**src/rtl/lfsr_gen_if.sv**
```systemverilog
// Handshake bundle for lfsr_gen: step/load controls in, register state and wrap pulse out.
interface lfsr_gen_if #(
    parameter int WIDTH = 8
);
    logic             en;
    logic             mode;
    logic             load;
    logic [WIDTH-1:0] seed_in;
    logic [WIDTH-1:0] out;
    logic             wrap;

    modport master (
        output en,
        output mode,
        output load,
        output seed_in,
        input  out,
        input  wrap
    );

    modport slave (
        input  en,
        input  mode,
        input  load,
        input  seed_in,
        output out,
        output wrap
    );
endinterface

```
**src/rtl/lfsr_gen.sv**
```systemverilog
// Steppable LFSR with run-time Fibonacci/Galois feedback, seed load and period-wrap pulse.
// Optional feature: define LFSR_LOCKUP_GUARD_EN to replace the all-zero state with SEED.
module lfsr_gen #(
    parameter int               WIDTH = 8,
    parameter logic [WIDTH-1:0] POLY  = 8'h71,
    parameter logic [WIDTH-1:0] SEED  = 8'hBD
) (
    input  logic      clk,
    input  logic      rst_n,
    lfsr_gen_if.slave bus
);

    logic [WIDTH-1:0] out_q;
    logic [WIDTH-1:0] out_d;
    logic [WIDTH-1:0] start_q;
    logic [WIDTH-1:0] start_d;
    logic             wrap_q;
    logic             wrap_d;

    logic [WIDTH-1:0] fib_terms;
    logic             fib_fb;
    logic [WIDTH-1:0] fib_next;
    logic [WIDTH-1:0] gal_next;
    logic             gal_msb;
    logic [WIDTH-1:0] raw_next;
    logic [WIDTH-1:0] step_next;
    logic [WIDTH-1:0] load_val;

    assign gal_msb = out_q[WIDTH-1];

    // POLY bit i taps out[WIDTH-1-i] in Fibonacci form and injects into bit i in Galois form.
    generate
        for (genvar gi = 0; gi < WIDTH; gi++) begin : g_taps
            assign fib_terms[gi] = POLY[gi] & out_q[WIDTH-1-gi];
            if (gi == 0) begin : g_lsb
                assign gal_next[gi] = gal_msb & POLY[gi];
            end else begin : g_upper
                assign gal_next[gi] = out_q[gi-1] ^ (gal_msb & POLY[gi]);
            end
        end
    endgenerate

    assign fib_fb   = ^fib_terms;
    assign fib_next = {out_q[WIDTH-2:0], fib_fb};
    assign raw_next = bus.mode ? gal_next : fib_next;

`ifdef LFSR_LOCKUP_GUARD_EN
    // Zero can never be entered, so substitute SEED wherever it would appear.
    assign load_val  = (bus.seed_in == '0) ? SEED : bus.seed_in;
    assign step_next = (out_q == '0) ? SEED : raw_next;
`else
    assign load_val  = bus.seed_in;
    assign step_next = raw_next;
`endif

    always_comb begin
        out_d   = out_q;
        start_d = start_q;
        wrap_d  = 1'b0;
        if (bus.load) begin
            out_d   = load_val;
            start_d = load_val;
        end else if (bus.en) begin
            out_d  = step_next;
            wrap_d = (step_next == start_q);
        end
    end

    always_ff @(posedge clk or negedge rst_n) begin
        if (!rst_n) begin
            out_q   <= SEED;
            start_q <= SEED;
            wrap_q  <= 1'b0;
        end else begin
            out_q   <= out_d;
            start_q <= start_d;
            wrap_q  <= wrap_d;
        end
    end

    assign bus.out  = out_q;
    assign bus.wrap = wrap_q;

endmodule
```
**src/flat_wrapper.sv**
```systemverilog
// flat-port wrapper written by rule: the top's interface ports become plain ports
module lfsr_gen_flat 
#(
    parameter int               WIDTH = 8,
    parameter logic [WIDTH-1:0] POLY  = 8'h71,
    parameter logic [WIDTH-1:0] SEED  = 8'hBD
)
  (clk, rst_n, bus_en, bus_mode, bus_load, bus_seed_in, bus_out, bus_wrap);
  lfsr_gen_if #(.WIDTH(WIDTH)) bus_i ();
  input  logic clk;
  input  logic rst_n;
  input wire logic [$bits(bus_i.en)-1:0] bus_en;
  input wire logic [$bits(bus_i.mode)-1:0] bus_mode;
  input wire logic [$bits(bus_i.load)-1:0] bus_load;
  input wire logic [$bits(bus_i.seed_in)-1:0] bus_seed_in;
  output wire logic [$bits(bus_i.out)-1:0] bus_out;
  output wire logic [$bits(bus_i.wrap)-1:0] bus_wrap;
  assign bus_i.en = bus_en;
  assign bus_i.mode = bus_mode;
  assign bus_i.load = bus_load;
  assign bus_i.seed_in = bus_seed_in;
  assign bus_out = bus_i.out;
  assign bus_wrap = bus_i.wrap;
  lfsr_gen #(.WIDTH(WIDTH), .POLY(POLY), .SEED(SEED)) u_core (.clk(clk), .rst_n(rst_n), .bus(bus_i));
endmodule
```
**config.mk**
```make
export PLATFORM = sky130hd
export DESIGN_NAME = lfsr_gen_flat
export DESIGN_NICKNAME = d
export VERILOG_FILES = /design/src/rtl/lfsr_gen_if.sv /design/src/rtl/lfsr_gen.sv /design/src/flat_wrapper.sv
export SDC_FILE = /design/constraint.sdc
export NUM_CORES = 1
export LEC_CHECK = 0
export ABC_AREA = 1
export CORE_UTILIZATION = 60
export DETAILED_ROUTE_END_ITERATION = 8
export DONT_BUFFER_PORTS = 1
export PLACE_DENSITY = 0.77
export SKIP_CTS_REPAIR_TIMING = 1
export SYNTH_ARGS = -nofsm -noshare
export SYNTH_HDL_FRONTEND = slang
export SYNTH_SLANG_ARGS = --single-unit
export TNS_END_PERCENT = 100
```
**constraint.sdc**
```tcl
create_clock -name clk -period 1.7 [get_ports clk]
set_input_delay 0.085 -clock clk [delete_from_list [all_inputs] [get_ports clk]]
set_output_delay 0.085 -clock clk [all_outputs]
set_load 0.02 [all_outputs]
```
## After elaboration in Yosys (flattened, before gate mapping)

Index checks and enable logic that the tools add are counted.

| word-level totals | value |
|---|---|
| bits in registers | 17 |
| output and inout port bits | 9 |
| logic and storage cells | 14 |

| operators by class | value |
|---|---|
| equality and inequality tests | 1 |
| multiplexer cells | 5 |
| bitwise logic cells | 3 |
| reduce and logical (&&, ||, !) cells | 2 |

Operator list:

| operator | count |
|---|---|
| 8-bit two-way mux | 2 |
| 8-bit == test | 1 |
| 8-bit parity | 1 |
| 7-bit two-way mux | 1 |
| 1-bit XOR | 3 |
| 1-bit two-way mux | 2 |
| 2-bit nonzero test | 1 |

## Depth between registers and ports, before layout

Gate-level depths: netlist of run 1.

| logic depth | value |
|---|---|
| depth in word-level cells | 5 |
| depth in mapped cells | 10 |
| depth with buffers taken out | 10 |

## Worst setup path after synthesis of run 1

OpenSTA, ideal clock, no wires.

| timing | value |
|---|---|
| path kind | register to register |
| start point | register u_core.out_q[2] (netlist: u_core.bus.out[2]) |
| end point | register u_core.wrap_q (netlist: u_core.bus.wrap) |
| library setup time | 120 ps |
| arrival time | 1173 ps |
| data required time | 1580 ps |
| slack | 407 ps |
| cell stages (with the launch flop) | 8 |
| path buffers | 0 |
| clock period less this slack | 1293 ps |
| cells stage by stage | dfstp_2 -> inv_2 -> nand2_1 -> nand2_1 -> nand2_1 -> nand4_1 -> a21oi_1 -> nor2_2 |

| on the way | value |
|---|---|
| longest elaborated chain between the ends | 5 |

RTL lines:

| item | line | RTL |
|---|---|---|
| from (decl) | lfsr_gen.sv:13 | `logic [WIDTH-1:0] out_q;` |
| from (signal assigned) | lfsr_gen.sv:75 | `out_q <= out_d;` |
| 8-bit parity | lfsr_gen.sv:43 | `assign fib_fb = ^fib_terms;` |
| 7-bit two-way mux (*) | lfsr_gen.sv:45 | `assign raw_next = bus.mode ? gal_next : fib_next;` |
| 8-bit == test (*) | lfsr_gen.sv:65 | `wrap_d = (step_next == start_q);` |
| 1-bit two-way mux (*) | lfsr_gen.sv:63 | `end else if (bus.en) begin` |
| 1-bit two-way mux (*) | lfsr_gen.sv:60 | `if (bus.load) begin` |
| via u_core.wrap_d | lfsr_gen.sv:18 | `logic wrap_d;` |
| to (signal assigned) | lfsr_gen.sv:77 | `wrap_q <= wrap_d;` |
| to (decl) | lfsr_gen.sv:17 | `logic wrap_q;` |

The timed path passes the listed nets; every way through them passes the cells marked *.
A chain may end at the register's enable or synchronous reset.

==> run summary, run 1 <==
After synthesis, the largest family of logic cells by area is simple AND/OR/NAND/NOR gates. The gate count after technology mapping is 118. For this block, wires on met1 add up to 880 µm. After synthesis, the cell types taking the most area are dfstp_2, nand2_1, dfrtp_1. The tools report the library cell used as clock root buffer as clkbuf_4.

The analysis attributes to cell leakage a power of 0.526 nW. Sorting the synthesized cells by how often they occur yields nand2_1, inv_1, dfstp_2, nand3_1, o21ai_0. In the final routed layout, each cell accounts on average for 13.0 µm. The die boundary width works out to 41.1 µm. The leading area contributor after synthesis is dfstp_2. The critical setup path kind was in2reg. The logs give 17 for the number of clock sinks and 33 for the initial detailed-routing violation count. The number of enable-type register cells in the synthesized netlist works out to 0. For the residual DRC count, the log shows 0. In the synthesized netlist the dominant register cell turns out to be dfstp_2. The met3 routed wirelength is 98 µm, and the number of distinct standard cells referenced by the synthesized netlist is 19.

Of the total synthesized cell area, the portion taken by XOR and XNOR cells is 0%. For the count of filler cells inserted in the layout, the log shows 104. The placeable core region is 1370 µm², and the final number of setup-violating endpoints is 0.

The post-synthesis to final-layout area growth works out to 16.4%. Traced cell by cell, the critical path runs through dlygate4sd3_1 > nand2_1 > o21ai_0 > dlygate4sd3_1. Area of combinational cells with multiple inputs: 377 µm². The setup slack of the critical path after layout came out at 53.7 ps. Count of cells along the worst hold path: 2.

Summing all non-filler instances in the final layout gives an area of 1070 µm². Summed over all layers, the routed wires come to 1920 µm. Cell with the most instances after synthesis: nand2_1. For flop-to-flop paths, the worst setup slack is 280 ps. The wire length of the first global-routing pass was 2580 µm; the top-level I/O count was 22. For the via count of the first global-routing pass, the log shows 603. The count of H-tree levels built during CTS was 1; the area fraction in compound gates after synthesis was 12.6%.

At the worst endpoint, the required time is 1930 ps. The routability-driven placement congestion ratio is 0.787, and the achievable clock frequency is 0.607 GHz. During synthesis, Yosys emitted a total of 0 warnings. The post-synthesis adder-cell area fraction was 0%; the netlist area before placement was 916 µm². Power comes to 929 µW.

The number of antenna diodes in the final layout is 0. Dividing the detail-routed via count by the number of cells gives 5.54. The quantity of I/O buffers inserted on ports works out to 0.

The mux cell area share after synthesis came out at 0%. The synthesized area per cell is 7.76 µm². The run gives 440 µm² as the sequential cell area. Counting stages on the worst path, the most repeated cell is dlygate4sd3_1. The logs give 13 for the number of placement rows and 1330 µm for the detailed-placement wirelength estimate. The total overflow left after global routing is 0. At the later pin of the worst-skew pair, clock insertion delay measures 280 ps. Once placement finished, the instance area stood at 920 µm². Fraction of the mapped netlist area in simple logic gates: 28.6%.

Nature of the critical path endpoint: a flop. On the worst path, the slowest cell contributes a delay of 950 ps. The run gives 3 as the clock buffer count from CTS. Final net count: 146. Cells with a size suffix above 1 make up 17.4% of the layout. The first TritonRoute pass finished after 5 iterations.

Of all nets on the critical path, the largest fanout is 16. The max-cap check violation count came out at 0. The final critical path takes up 96.8% of the cycle.

The time the worst path needs with I/O delays and setup was 1650 ps; the antenna violation net count after detailed routing was 0. The classification of the worst-slack hold path was in2reg. For this block, the via count after detailed routing is 815.

Cells fill 78.0% of the core in the end. Entering global routing, the biggest net connects 18 pins. Total met2 wirelength after detailed routing: 925 µm. The run gives 2 as the maximum clock insertion buffer count. At the pin with the least slew margin, the transition time is 732 ps.

After clock tree synthesis, the clock-pin slew on the worst setup and hold paths is 100 ps. The slowest stage of the critical path belongs to the cell dlygate4sd3_1. The tools report the sequential cell area fraction in the yosys report as 48.1%. TritonCTS built the clock tree.

After synthesis the netlist holds a flip-flop and latch count of 17. The die span in y is 41.1 µm, and the total count of hold-check failures in the final report is 0. The flow ran to the end, and the final reports show no timing, DRC or antenna violations. Async set-reset flop share out of synthesis: 100%. Highest routing layer actually used: met4. The number of antenna violations at the first check in global routing came out at 0.

In this run the tightest slew margin relative to its limit is 51.0%. The largest vdd supply drop was 0.552 mV. The run gives 4.54 ps as the setup skew after layout. The synthesized net count was 131; the worst hold margin was 23.4 ps. The endpoint arrival time on the critical path was 1880 ps. In this run the power density over the cells is 872 nW/µm². STA classifies the critical path startpoint as an input port.

Once the floorplan was initialized, standard cells occupied 67.0% of the core. Across every metal layer, demand over resource in global routing totals 24.3%. The number of slew-limit violations in the final report is 0, and the worst reg-to-reg path cell count is 10. Timing analysis after detailed placement gives a worst setup slack of 311 ps. The portion of synthesized cell area occupied by the leading cell type is 34.4%, and the full die area is 1690 µm².
==> state kept, by name, indices dropped and copies added (netlist names) <==
signal / flops
u_core.bus.out: 8
u_core.bus.wrap: 1
u_core.start_q: 8
==> layer usage <==
| metal | up-vias | global-route usage (%) |
|---|---|---|
| met1 | 374 | 33.1 |
| met2 | 30 | 36.7 |
| li1 | 409 | - |
| met5 | - | 0 |
| met4 | 0 | 12.5 |
| met3 | 2 | 3.80 |
==> final cells by class <==
type	count	area share, %
sequential	17	41.3
multi-input combinational	78	35.3
timing repair buffer	12	11.3
inverter	21	7.86
clock buffer	4	2.46
tap	15	1.76
==> worst paths after layout <==
kind / start / to
hold / removal: bus_en / u_core.bus.out[2]
min in group asynchronous: rst_n / u_core.bus.out[6]
setup reg to reg: u_core.bus.out[7] / u_core.bus.wrap
hold reg to reg: u_core.start_q[0] / u_core.start_q[0]
max in group asynchronous: rst_n / u_core.start_q[6]
setup / recovery: bus_load / u_core.start_q[2]
==> metrics by stage <==
| step | std cells | TNS [ps] |
|---|---|---|
| after floorplan | 118 | 0 |
| after global placement | 131 | 0 |
| after detailed placement | 131 | 0 |
| after CTS | 135 | 0 |
| after global routing | 147 | -50.7 |
| final | 147 | 0 |
==> kinds of logic after synthesis <==
group,Yosys count
AND/OR/NAND/NOR,61
buffers and inverters,23
flip-flops,17
AO/OA/AOI/OAI,17
==> critical path: cells and delay by family <==
family,cells,cell delay (ps)
AOI/OAI and AO/OA,1,110
and+or+nand+nor,1,140
buffers and inverters,2,1530
==> power by group <==
group | switching [mW] | total, mW | internal, mW
Sequential | 0.0625 | 0.528 | 0.466
Clock | 0.121 | 0.212 | 0.0909
Combinational | 0.115 | 0.190 | 0.0750
Total | 0.298 | 0.929 | 0.632
==> cell usage in the layout, fill, tap and decap left out <==
master	count
o21ai_0	7
nand2_4	1
nand2_1	40
inv_2	3
inv_6	1
dfrtp_1	5
a21oi_1	1
inv_1	17
dfstp_2	12
o211ai_1	2
nand3_1	12
nand4_1	1
a21boi_0	1
clkbuf_1	1
o221ai_1	6
clkbuf_4	3
nor2_1	4
nand2_2	1
nor2_2	2
dlygate4sd3_1	12
Power figures use the tool's default switching activity.
==> run 2: changes to the inputs <==
--- a/config.mk
+++ b/config.mk
@@ -5,11 +5,11 @@
 export SDC_FILE = /design/constraint.sdc
 export NUM_CORES = 1
 export LEC_CHECK = 0
-export ABC_AREA = 1
-export CORE_UTILIZATION = 60
+export ABC_AREA = 0
+export CORE_UTILIZATION = 59
 export DETAILED_ROUTE_END_ITERATION = 8
 export DONT_BUFFER_PORTS = 1
-export PLACE_DENSITY = 0.77
+export PLACE_DENSITY = 0.76
 export SKIP_CTS_REPAIR_TIMING = 1
 export SYNTH_ARGS = -nofsm -noshare
 export SYNTH_HDL_FRONTEND = slang
==> run summary, run 2 <==
The run finished, with violations left. The checks that failed: negative hold slack. For the number of warning messages in the yosys log, the log shows 0 (unchanged). The power density over the cells is 906 nW/µm² (+3.9%).

The gate count after technology mapping was 80 (-32%). Counting stages on the worst path, the most repeated cell is xnor3_1. Traced cell by cell, the critical path runs through xnor3_1 > nor2_1 > xnor3_1 > and3_1.

The library cells used most frequently in the layout, excluding fill and tap cells, are o21ai_0, dfstp_2, dlygate4sd3_1. The worst hold path begins at bus_en. For the initial detailed-routing violation count, the log shows 20 (-39%). The library cell used as clock root buffer was clkbuf_4. For the antenna violation net count after detailed routing, the log shows 0 (unchanged). The quantity of I/O buffers inserted on ports is 0 (unchanged), and the detailed-placement wirelength estimate is 1060 µm (-20%). The run gives 873 µm² (-4.6%) as the netlist area before placement.

The fraction of power consumed by combinational cells is 25.6% (+5.2 points). The number of slew-limit violations in the final report was 0 (unchanged); the die boundary width was 40.5 µm (-1.4%). The tools report the number of standard cells in the final layout excluding fillers as 113 (-23%).

The via count of the first global-routing pass is 484 (-20%), and the max-cap check violation count is 0 (unchanged). The share of layout cells above drive strength 1 came out at 26.5% (+9.1 points). The top-level I/O count came out at 22 (unchanged). For the residual DRC count, the log shows 0 (unchanged). The total count of hold-check failures in the final report is 1 (+1), and the setup skew after layout is 6.63 ps (+2.09 ps). The area growth from synthesis to layout is 22.1%.

The clock-pin transition on the worst setup and hold timing paths is 100 ps (about the same), and the number of antenna violations at the first check in global routing is 0 (unchanged). For the count of TritonRoute iterations in the first routing pass, the log shows 4 (-1). In this run the worst hold path is classified as in2reg. The routed via count came out at 605 (-26%).

On the critical path, the stage with the largest delay is an instance of dfstp_2. Maximum clock insertion buffer count: 2 (unchanged). The gate family responsible for the most delay along the worst path is XOR/XNOR gates.

The logs give 65.5% (-1.6 points) for the effective utilization at floorplan and 2140 µm (-17%) for the wire length of the first global-routing pass. The sequential cell area fraction in the yosys report is 50.4% (+2.3 points), and the synthesized area per cell is 10.9 µm² (+41%). The internal power came out at 688 µW (+8.9%). The leakage power is 0.473 nW (-10%), and the overall routing resource usage is 21.1% (-3.2 points). The run gives 53.0% (-3.8 points) as the relative contribution of sequential cells to total power. For the endpoint arrival time on the critical path, the log shows 1810 ps (-70 ps). The worst flop-to-flop path endpoint was u_core.bus.wrap. The maximum fanout count along the critical path is 2 (-14). The most critical setup path has its startpoint at u_core.bus.out[3].

The antenna diode instance count came out at 0 (unchanged). The routed wirelength normalized by instance count came out at 14.4 µm (+10%). Delay contributed by the slowest stage of the critical path: 550 ps (-400 ps). The worst hold endpoint was u_core.bus.out[2]. The run gives 3 (unchanged) as the clock buffer count from CTS.

The full die area is 1640 µm² (-2.9%), and the count of H-tree levels built during CTS is 1 (unchanged). The worst slew margin relative to its limit came out at 52.1% (+1.0 points). The portion of synthesized cell area occupied by the leading cell type is 36.1% (+1.7 points).

The pin count of the biggest net entering global routing was 26 (+8). The number of clock sinks was 17 (unchanged). The commonest register cell after synthesis was dfstp_2. The number of placement rows was 13 (unchanged); the largest vdd supply drop was 0.779 mV (+41%). The worst hold margin is -6.53 ps (-29.9 ps), and the number of enable-type register cells in the synthesized netlist is 0 (unchanged).

Final number of setup-violating endpoints: 0 (unchanged). Yosys attributes the largest share of cell area to dfstp_2, dfrtp_1, xnor2_1. The critical setup path kind is reg2reg.

The switching power of the nets was 278 µW (-6.8%). The reg-to-reg critical path startpoint is u_core.bus.out[3]. The tools report the later-pin clock latency in the skew report as 280 ps (about the same).

The worst reg-to-reg path cell count was 4 (-6). The kind of launch point of the worst setup path was a flop. The async set-reset flop share out of synthesis works out to 100% (unchanged). Leading area contributor after synthesis: dfstp_2.

The count of cells along the worst hold path was 2 (unchanged). The total of flip-flops plus latches after synthesis is 17 (unchanged), and the residual overflow from global routing is 0 (unchanged). The total buffers and inverters traversed by the critical path is 0 (-2). The final net count was 112 (-23%). Ranked by instance count, the synthesized netlist is headed by o21ai_0, dfstp_2, xnor2_1. STA classifies the critical path endpoint as a flop.

The aggregate negative setup slack is 0 ps (unchanged). Setup repair after global routing left no endpoint under its margin. Cell with the most instances after synthesis: o21ai_0. The logs give 98 (-25%) for the number of placed instances with taps included and 21 (+2) for the number of distinct standard cells referenced by the synthesized netlist.

The die span in y was 40.5 µm (-1.4%); the total length of routed wires was 1620 µm (-15%). The switching share of power is 28.7% (-3.3 points), and the overall power after layout is 966 µW (+3.9%). The library cell used most frequently in the layout, excluding fill and tap cells, is o21ai_0. The post-detailed-route via-to-cell ratio works out to 5.35 (-3.4%).

The placeable core region is 1330 µm² (-2.4%), and the time the worst path needs with I/O delays and setup is 1630 ps (-12.3 ps). The run gives 21.4% (-1.4 points) as the relative contribution of the clock network to total power. The portion of the clock cycle consumed by the worst path in the final layout was 96.1% (-0.72 points); the setup slack of the worst register-to-register path was 70 ps (-210 ps).

For the synthesized net count, the log shows 93 (-29%). The achievable clock frequency was 0.612 GHz (+0.75%). TritonCTS built the clock tree.

The pin slew with the least headroom to its limit was 717 ps (-15.6 ps); the data required time of the worst path was 1870 ps (-60 ps). Routability-driven placement congestion ratio: 0.716 (-9.0%).
## run 2: area by class of cell
cell class | count | area (µm²)
clock buffers | 4 | 26.3
fillers | 86 | 268
inverters | 6 | 22.5
multi-input cells | 53 | 395
flip-flops and latches | 17 | 440
well taps | 15 | 18.8
repair buffers | 18 | 163
## run 2: how the worst max path moves through the flow
stage                            endpoint  cells after the start  slack, ps
after detailed placement  u_core.bus.wrap                      4        110
after floorplan           u_core.bus.wrap                      4         60
after global routing      u_core.bus.wrap                      4         10
after CTS                 u_core.bus.wrap                      4         90
final                     u_core.bus.wrap                      4         70
after global placement    u_core.bus.wrap                      4        150
## run 2: worst reg2reg max path: cells and delay by family (launching register included)
kind             cells  cell delay [ps]
XOR/XNOR             2              630
flip-flops           1              550
AND/OR/NAND/NOR      2              350
## run 2: power by group through the flow
stage | logic, mW | clock network (mW) | registers [mW]
after floorplan | 0.142 | 0 | 0.541
after global placement | 0.206 | 0 | 0.515
after detailed placement | 0.210 | 0 | 0.517
after CTS | 0.211 | 0.218 | 0.511
after global routing | 0.271 | 0.239 | 0.518
final | 0.247 | 0.207 | 0.512
## run 2: layer usage
| layer | share of wire, % | track usage, % | up-vias |
|---|---|---|---|
| li1 | - | - | 306 |
| met4 | 0.99 | 10.0 | 0 |
| met1 | 42 | 29.5 | 279 |
| met3 | 7.6 | 8.33 | 2 |
| met2 | 49 | 28.2 | 18 |
| met5 | 0 | 0 | - |
## run 2: stage by stage
step / utilization [%] / area, µm² / setup WS, ps
2_1_floorplan: - / 873 / 58.0
3_3_place_gp: 69.7 / 930 / 147
3_5_place_dp: 69.7 / 930 / 113
4_1_cts: 71.7 / 956 / 86.3
5_1_grt: 79.9 / 1070 / 10.2
6_report: 79.9 / 1070 / 66.0
## run 2: logic make-up after synthesis
group | Yosys count | synth area share (%)
AO/OA/AOI/OAI | 17 | 11.7
flip-flops | 17 | 50.4
AND/OR/NAND/NOR | 15 | 7.88
XOR/XNOR | 13 | 16.2
buffers and inverters | 10 | 4.30
multiplexers | 8 | 9.46
